### src/rtl/proc_pkg.sv
// Shared definitions for the 16-bit processor: opcodes, the NOP word and
// the fetch-stage state encoding.
package proc_pkg;

  localparam logic [4:0]  OP_HALT   = 5'b00000;
  localparam logic [4:0]  OP_NOP    = 5'b00001;
  localparam logic [15:0] NOP_INSTR = 16'h0800;

  // Fetch sequencing: ISSUE sends a read, WAIT holds until the memory
  // answers, HOLD presents the word to decode, HALTED parks after HALT.
  typedef enum logic [1:0] {
    ISSUE  = 2'd0,
    WAIT   = 2'd1,
    HOLD   = 2'd2,
    HALTED = 2'd3
  } fetch_state_e;

endpackage

### src/rtl/reg16_en.sv
// 16-bit register with synchronous active-high reset to RST_VAL and a
// load enable.
module reg16_en #(
  parameter logic [15:0] RST_VAL = 16'h0000
) (
  input  logic        clk,
  input  logic        rst,
  input  logic        en,
  input  logic [15:0] d,
  output logic [15:0] q
);

  logic [15:0] q_q;
  logic [15:0] q_d;

  // Next value: load when enabled, otherwise hold.
  always_comb begin
    q_d = q_q;
    if (en) q_d = d;
  end

  // Register with synchronous reset.
  always_ff @(posedge clk) begin
    if (rst) q_q <= RST_VAL;
    else     q_q <= q_d;
  end

  assign q = q_q;

endmodule

### src/rtl/fetch_stage.sv
// Instruction fetch stage: owns the PC, issues one read at a time to a
// variable-latency instruction memory, and holds the fetched word for
// decode under valid/ready. Handles redirects and HALT.
//
// Handshake: decode takes the word in any cycle where instr_valid and
// instr_ready are both 1; instr, instr_pc and pc_plus2 do not change while
// instr_valid=1 and instr_ready=0. On the memory side mem_req is a
// one-cycle pulse and exactly one mem_done answers each request.
module fetch_stage
  import proc_pkg::*;
#(
  parameter logic [15:0] RESET_PC    = 16'h0000,
  parameter logic [4:0]  HALT_OPCODE = OP_HALT
) (
  input  logic        clk,
  input  logic        rst,
  output logic        mem_req,
  output logic [15:0] mem_addr,
  input  logic        mem_done,
  input  logic [15:0] mem_data,
  output logic [15:0] instr,
  output logic [15:0] instr_pc,
  output logic [15:0] pc_plus2,
  output logic        instr_valid,
  input  logic        instr_ready,
  input  logic        redirect,
  input  logic [15:0] redirect_pc,
  output logic        halted,
  output logic [1:0]  dbg_state
);

  localparam logic [15:0] RESET_PC_ALIGNED = {RESET_PC[15:1], 1'b0};

  fetch_state_e state_q, state_d;
  logic         squash_q, squash_d;
  logic         instr_valid_q, instr_valid_d;
  logic         halted_q, halted_d;

  logic [15:0]  pc_q, pc_d, pc_inc;
  logic         pc_en;
  logic         cap_en;
  logic         accept;

  assign pc_inc = pc_q + 16'd2;
  assign accept = (state_q == HOLD) & instr_ready;

  // The request is suppressed in the cycle a redirect arrives so the old
  // PC is never fetched.
  assign mem_req  = (state_q == ISSUE) & ~rst & ~redirect;
  assign mem_addr = pc_q;

  // Next-state, squash, valid, halt and PC/capture enables.
  always_comb begin
    state_d       = state_q;
    squash_d      = squash_q;
    instr_valid_d = instr_valid_q;
    halted_d      = halted_q;
    pc_d          = pc_inc;
    pc_en         = 1'b0;
    cap_en        = 1'b0;
    if (redirect) begin
      pc_d  = redirect_pc & 16'hFFFE;
      pc_en = 1'b1;
      unique case (state_q)
        ISSUE: state_d = ISSUE;
        WAIT: begin
          if (mem_done) begin
            // Response in the redirect cycle is for the old path: drop it.
            squash_d = 1'b0;
            state_d  = ISSUE;
          end else begin
            squash_d = 1'b1;
          end
        end
        HOLD: begin
          instr_valid_d = 1'b0;
          state_d       = ISSUE;
        end
        HALTED: begin
          halted_d = 1'b0;
          state_d  = ISSUE;
        end
        default: state_d = ISSUE;
      endcase
    end else begin
      unique case (state_q)
        ISSUE: state_d = WAIT;
        WAIT: begin
          if (mem_done) begin
            if (squash_q) begin
              squash_d = 1'b0;
              state_d  = ISSUE;
            end else begin
              cap_en        = 1'b1;
              pc_en         = 1'b1;
              instr_valid_d = 1'b1;
              state_d       = HOLD;
            end
          end
        end
        HOLD: begin
          if (accept) begin
            instr_valid_d = 1'b0;
            if (instr[15:11] == HALT_OPCODE) begin
              halted_d = 1'b1;
              state_d  = HALTED;
            end else begin
              state_d = ISSUE;
            end
          end
        end
        HALTED: state_d = HALTED;
        default: state_d = ISSUE;
      endcase
    end
  end

  // Control flops with synchronous reset.
  always_ff @(posedge clk) begin
    if (rst) begin
      state_q       <= ISSUE;
      squash_q      <= 1'b0;
      instr_valid_q <= 1'b0;
      halted_q      <= 1'b0;
    end else begin
      state_q       <= state_d;
      squash_q      <= squash_d;
      instr_valid_q <= instr_valid_d;
      halted_q      <= halted_d;
    end
  end

  reg16_en #(.RST_VAL(RESET_PC_ALIGNED)) u_pc (
    .clk (clk), .rst (rst), .en (pc_en), .d (pc_d), .q (pc_q)
  );

  reg16_en #(.RST_VAL(NOP_INSTR)) u_instr (
    .clk (clk), .rst (rst), .en (cap_en), .d (mem_data), .q (instr)
  );

  reg16_en #(.RST_VAL(16'h0000)) u_instr_pc (
    .clk (clk), .rst (rst), .en (cap_en), .d (pc_q), .q (instr_pc)
  );

  reg16_en #(.RST_VAL(16'h0000)) u_pc_plus2 (
    .clk (clk), .rst (rst), .en (cap_en), .d (pc_inc), .q (pc_plus2)
  );

  assign instr_valid = instr_valid_q;
  assign halted      = halted_q;
  assign dbg_state   = state_q;

endmodule

### config.mk
export PLATFORM = sky130hd
export DESIGN_NAME = fetch_stage
export DESIGN_NICKNAME = d
export VERILOG_FILES = /design/src/rtl/proc_pkg.sv /design/src/rtl/reg16_en.sv /design/src/rtl/fetch_stage.sv
export SDC_FILE = /design/constraint.sdc
export NUM_CORES = 1
export LEC_CHECK = 0
export ABC_AREA = 1
export BUFFER_PORTS_ARGS = -buffer_cell sky130_fd_sc_hd__buf_2
export CAP_MARGIN = 20
export CORE_UTILIZATION = 53
export CTS_CLUSTER_DIAMETER = 80
export DETAILED_ROUTE_END_ITERATION = 8
export PLACE_DENSITY = 0.85
export SLEW_MARGIN = 20
export SYNTH_ARGS = -nofsm -noshare
export SYNTH_HDL_FRONTEND = slang
export SYNTH_SLANG_ARGS = --single-unit
### constraint.sdc
create_clock -name clk -period 3.2 [get_ports clk]
set_input_delay 0.64 -clock clk [delete_from_list [all_inputs] [get_ports clk]]
set_output_delay 0.64 -clock clk [all_outputs]
set_load 0.1 [all_outputs]
* Yosys cells after proc, flatten, opt, wreduce, memory -nomap -nowiden
Index checks and enable logic that the tools add are counted.
** Storage, ports and cells
- Bits in registers :: 69
- Logic and storage cells :: 65
** Cells by class
- Multiplexer cells :: 30
- Bitwise gates (word level) :: 5
- Equality and inequality tests :: 9
- Reduce and logical (&&, ||, !) cells :: 12
- Add/sub/neg operators :: 1
** Operators by type and width (number)
- $mux 1 :: 20
- $add 16x2->16 const B :: 1
- $mux 16 :: 1
- $mux 2 :: 6
- $reduce_bool 2->1 :: 5
- $ne 3x3->1 const B :: 3
- $pmux 2 s4 :: 1
- $logic_not 5->1 :: 1
- $reduce_and 5->1 :: 1
- $eq 2x2->1 const B :: 2
- $ne 2x1->1 const B :: 2
- $pmux 2 s2 :: 1
- $reduce_and 2->1 :: 2
- $reduce_and 4->1 :: 1
- $and 1x1->1 :: 3
- $reduce_or 3->1 :: 1
- $eq 2x1->1 const B :: 1
- $logic_not 2->1 :: 1
- $ne 2x2->1 const B :: 1
- $not 1->1 :: 2
- $pmux 1 s2 :: 1

* Longest topological paths before layout
- Word-level depth :: 5
- Depth in mapped cells :: 10
- Depth with buffers taken out :: 10

* By module
A second synthesis with hierarchy kept.
** Second synthesis, totals
- Cells, all modules :: 574
- Area total of the unflattened synthesis :: 3633.5 um^2
** By module, submodules not included
- reg16_en (u_instr_pc ...) :: times used 3, cells an instance 101, sequential area each 320.3 um^2, area each 670.6 um^2
- fetch_stage :: times used 1, cells an instance 171, sequential area each 100.1 um^2, area each 953.4 um^2
- reg16_en (u_instr) :: times used 1, cells an instance 100, sequential area each 320.3 um^2, area each 668.1 um^2

* Worst setup path before layout
No wires, ideal clock.
- Path type :: register -> output
- Start :: register state_q[0], in the netlist dbg_state[0]
- End :: output port mem_req
- Stages on the path, launching flop included :: 5
- Setup slack :: 0.201 ns
- Buffers on the path :: 0
- Arrival time :: 2.359 ns
- Path through :: dfxtp_1 > inv_1 > ha_1 > nand2_1 > nor2_1
** On the way
- Word-level cells in the longest chain between the ends :: 3
** RTL lines
- start: declaration :: RTL line fetch_stage.sv:34 : fetch_state_e state_q, state_d;
- start signal: assignment :: RTL line fetch_stage.sv:126 : state_q <= state_d;
- $logic_not 2->1 :: RTL line fetch_stage.sv:49 : assign mem_req = (state_q == ISSUE) & ~rst & ~redirect;
- $and 1x1->1 (2 in a row) :: RTL line fetch_stage.sv:49
- end: declaration :: RTL line fetch_stage.sv:17 : output logic mem_req,
No other way between the ends.

* Worst setup path in the final report
- Start :: input port redirect
- End :: output port mem_req
** On the way
- Word-level cells in the longest chain between the ends :: 2
** RTL lines
- start: declaration :: RTL line fetch_stage.sv:26 : input logic redirect,
- $not 1->1 :: RTL line fetch_stage.sv:49
- $and 1x1->1 :: RTL line fetch_stage.sv:49
No other way between the ends.

==> results_dict.tcl <==
set metrics [dict create \
    r2r-end "u_pc.q[5]$_SDFFE_PP0N_" \
    synthSimpleGateAreaFrac 0.266 \
    fmax_ghz 0.435 \
    min_to "u_pc_plus2.q[14]$_SDFFE_PP0P_" \
    vias 2884 \
    vias_per_cell 5.12 \
    place_congestion 0.772 \
    end_kind "output pin" \
    clock_sinks 66 \
    grt_overflow 0 \
    syn_area_um2 2940 \
    numCtsBuffers 9 \
    area_growth_pct 23.5 \
    path_clk_slew_ns 0.07 \
    path_max_fanout 19 \
    yosysTopAreaCell "dfxtp_1" \
    path_cells "buf_2 > inv_2 > nand2_1 > nor2_1 > buf_2" \
    coreArea_um2 5240 \
    ys_warn_count 0 \
    reg2regPathDepth 8 \
    worst_pin_slew_ns 0.713 \
    grt_use_total 0.260 \
    tns_ns 0 \
    dieHeight_um 76.5 \
    synthXorXnorAreaFrac 0.00595 \
    drc 0 \
    hpwl_mm 4.93 \
    avgSynthCellArea_um2 7.48 \
    grt_pass1_vias 2680 \
    pwr_density_cell_nw_per_um2 547 \
    timing.slew.headroom 0.524 \
    wl_per_cell_um 12.9 \
    cts_setup_buffers 0 \
    drtPass1Iterations 4 \
    fin_area_um2 3630 \
    ys_ff_latch 66 \
    antenna_cells 0 \
    cts_tree "built" \
    htreeDepth 3 \
    crit_buf_inv 3 \
    rsz0062_at_grt "no" \
    routed_wl_mm 7.24 \
    synth_edf_count 0 \
    synth_top_area_share 0.449 \
    status "complete, no violations" \
    r2r-start "dbg_state[1]$_SDFFE_PP0P_" \
    cp_slowest_stage_delay_ns 0.43 \
    start_kind "primary input" \
    clock_skew_ns 0.00613 \
    synth_seq_area_share 0.449 \
    synth_cell_types 35 \
    cts_resized 0 \
    arrival_ns 1.66 \
    clock_path_buffers 2 \
    ir_drop_mv 0.331 \
    io_buffer_count 101 \
    grt_max_degree 54 \
    syn_inst 393 \
    path_class "primary input to output pin" \
    cts_hold_buf 0 \
    critPathSlowestCell "buf_2" \
    pin_count 106 \
    hp-class "flop to flop" \
    dieArea_um2 5850 \
    drv_slew 0 \
    fill_cells 450 \
    synthMuxAreaShare 0 \
    cpMostUsedCell "buf_2" \
    post-route-period-util 0.718 \
    start_util 0.562 \
    hold_start "u_pc_plus2.q[14]$_SDFFE_PP0P_" \
    num_rows 26 \
    period_minus_slack_ns 2.30 \
    rrSetupSlack_ns 1.01 \
    synth_compound_area_frac 0.163 \
    timing.max_cap.violations 0 \
    synthTopCellsByCount "nand2_1, dfxtp_1, nor2_1" \
    grt_pass1_wl_mm 12.3 \
    yosysMostFrequentCell "nand2_1" \
    hold-path-cell-count 2 \
    synth_ff_type "dfxtp_1" \
    finalSetupViolations 0 \
    die_w_um 76.5 \
    synth-async-reset-ratio 0 \
    postRouteAntennaNets 0 \
    grt_antenna_before_repair 0 \
    leakage_nw 1.73 \
    cts-root-buf "clkbuf_8" \
    synthTopCellsByArea "dfxtp_1, nand2_1, nor2_1" \
    cp_top_family "buffers and inverters" \
    drt-initial-drc-count 115 \
    postPlaceCellArea_um2 3430 \
    drive_gt1_frac 0.290 \
    hold_viol 0 \
    clk_latency_ns 0.33 \
    synthAdderAreaFrac 0.0255 \
    synth_top_family_by_area "simple AND/OR/NAND/NOR gates" \
    required_ns 2.56 \
    final_nets 531 \
]
worst max-delay path by stage:
stage                               from                endpoint  slack, ns  cells past startpoint
2_1_floorplan  dbg_state[0]$_SDFFE_PP0P_                 mem_req       0.20                      4
3_3_place_gp                    redirect  u_pc.q[7]$_SDFFE_PP0N_       0.89                      6
3_5_place_dp                    redirect  u_pc.q[7]$_SDFFE_PP0N_       0.86                      6
4_1_cts                         redirect                 mem_req       0.89                      5
5_1_grt        dbg_state[1]$_SDFFE_PP0P_  u_pc.q[3]$_SDFFE_PP0N_       0.78                     10
6_report                        redirect                 mem_req       0.90                      5
state kept, by name, indices dropped and copies added (netlist names):
signal,count
dbg_state,2
squash_q,1
u_pc_plus2.q,15
u_instr.q,16
instr_valid,1
u_pc.q,15
halted,1
u_instr_pc.q,15
through the flow:
step	util	power, mW	setup WS [ns]	hold slack, ns	instances
6_report	0.694	1.99	0.904	0.464	563
5_1_grt	0.694	2.06	0.775	0.487	563
4_1_cts	0.694	1.99	0.894	0.462	563
3_5_place_dp	0.655	1.29	0.864	0.451	547
3_3_place_gp	0.655	1.28	0.889	0.450	547
2_1_floorplan	-	1.22	0.201	0.514	395
power by group:
| group | leakage, nW | internal [mW] | total, mW | switching [mW] |
|---|---|---|---|---|
| logic | 1.09 | 0.0723 | 0.390 | 0.318 |
| clock network | 0.0986 | 0.402 | 0.718 | 0.316 |
| registers | 0.537 | 0.850 | 0.878 | 0.0281 |
area by class of cell:
class / instances / area, µm² / area share
multi-input cells: 273 / 1370 / 0.376
flip-flops and latches: 66 / 1320 / 0.364
repair buffers: 103 / 520 / 0.143
clock buffers: 12 / 155 / 0.0427
inverters: 35 / 133 / 0.0365
well taps: 70 / 87.6 / 0.0241
clock inverters: 4 / 50.0 / 0.0138
cell usage in the layout (no fill, tap or decap), drive strengths merged:
cell type	count
buf	103
nand2	81
dfxtp	66
nor2	57
o21ai	41
a21oi	40
inv	33
nand3	25
clkbuf	12
nand4	7
ha	6
a31oi	4
conb	3
clkinv	3
clkinvlp	2
o21bai	1
xor2	1
xnor2	1
o211ai	1
or2	1
a211oi	1
a21boi	1
a41oi	1
nand3b	1
bufinv	1
tightest hold or removal path, stage by stage (launching register included):
cell	delay, ns
dfxtp_1	0.31
nand2_1	0.06
a21oi_1	0.05
metal layers:
layer	part of all wire	GRT usage	wire length, µm	vias to the layer above
li1	-	-	-	1460
met1	0.44	0.315	3160	1311
met2	0.49	0.454	3550	103
met3	0.058	0.0503	417	10
met4	0.015	0.100	111	0
met5	0	0	0	-
cell families after synthesis:
family	Yosys count
AO/OA/AOI/OAI	90
XOR/XNOR	2
adder cells (fa/ha/maj)	6
buffers and inverters	56
flip-flops	66
other	1
AND/OR/NAND/NOR	172
(Power assumes the default switching activity.)
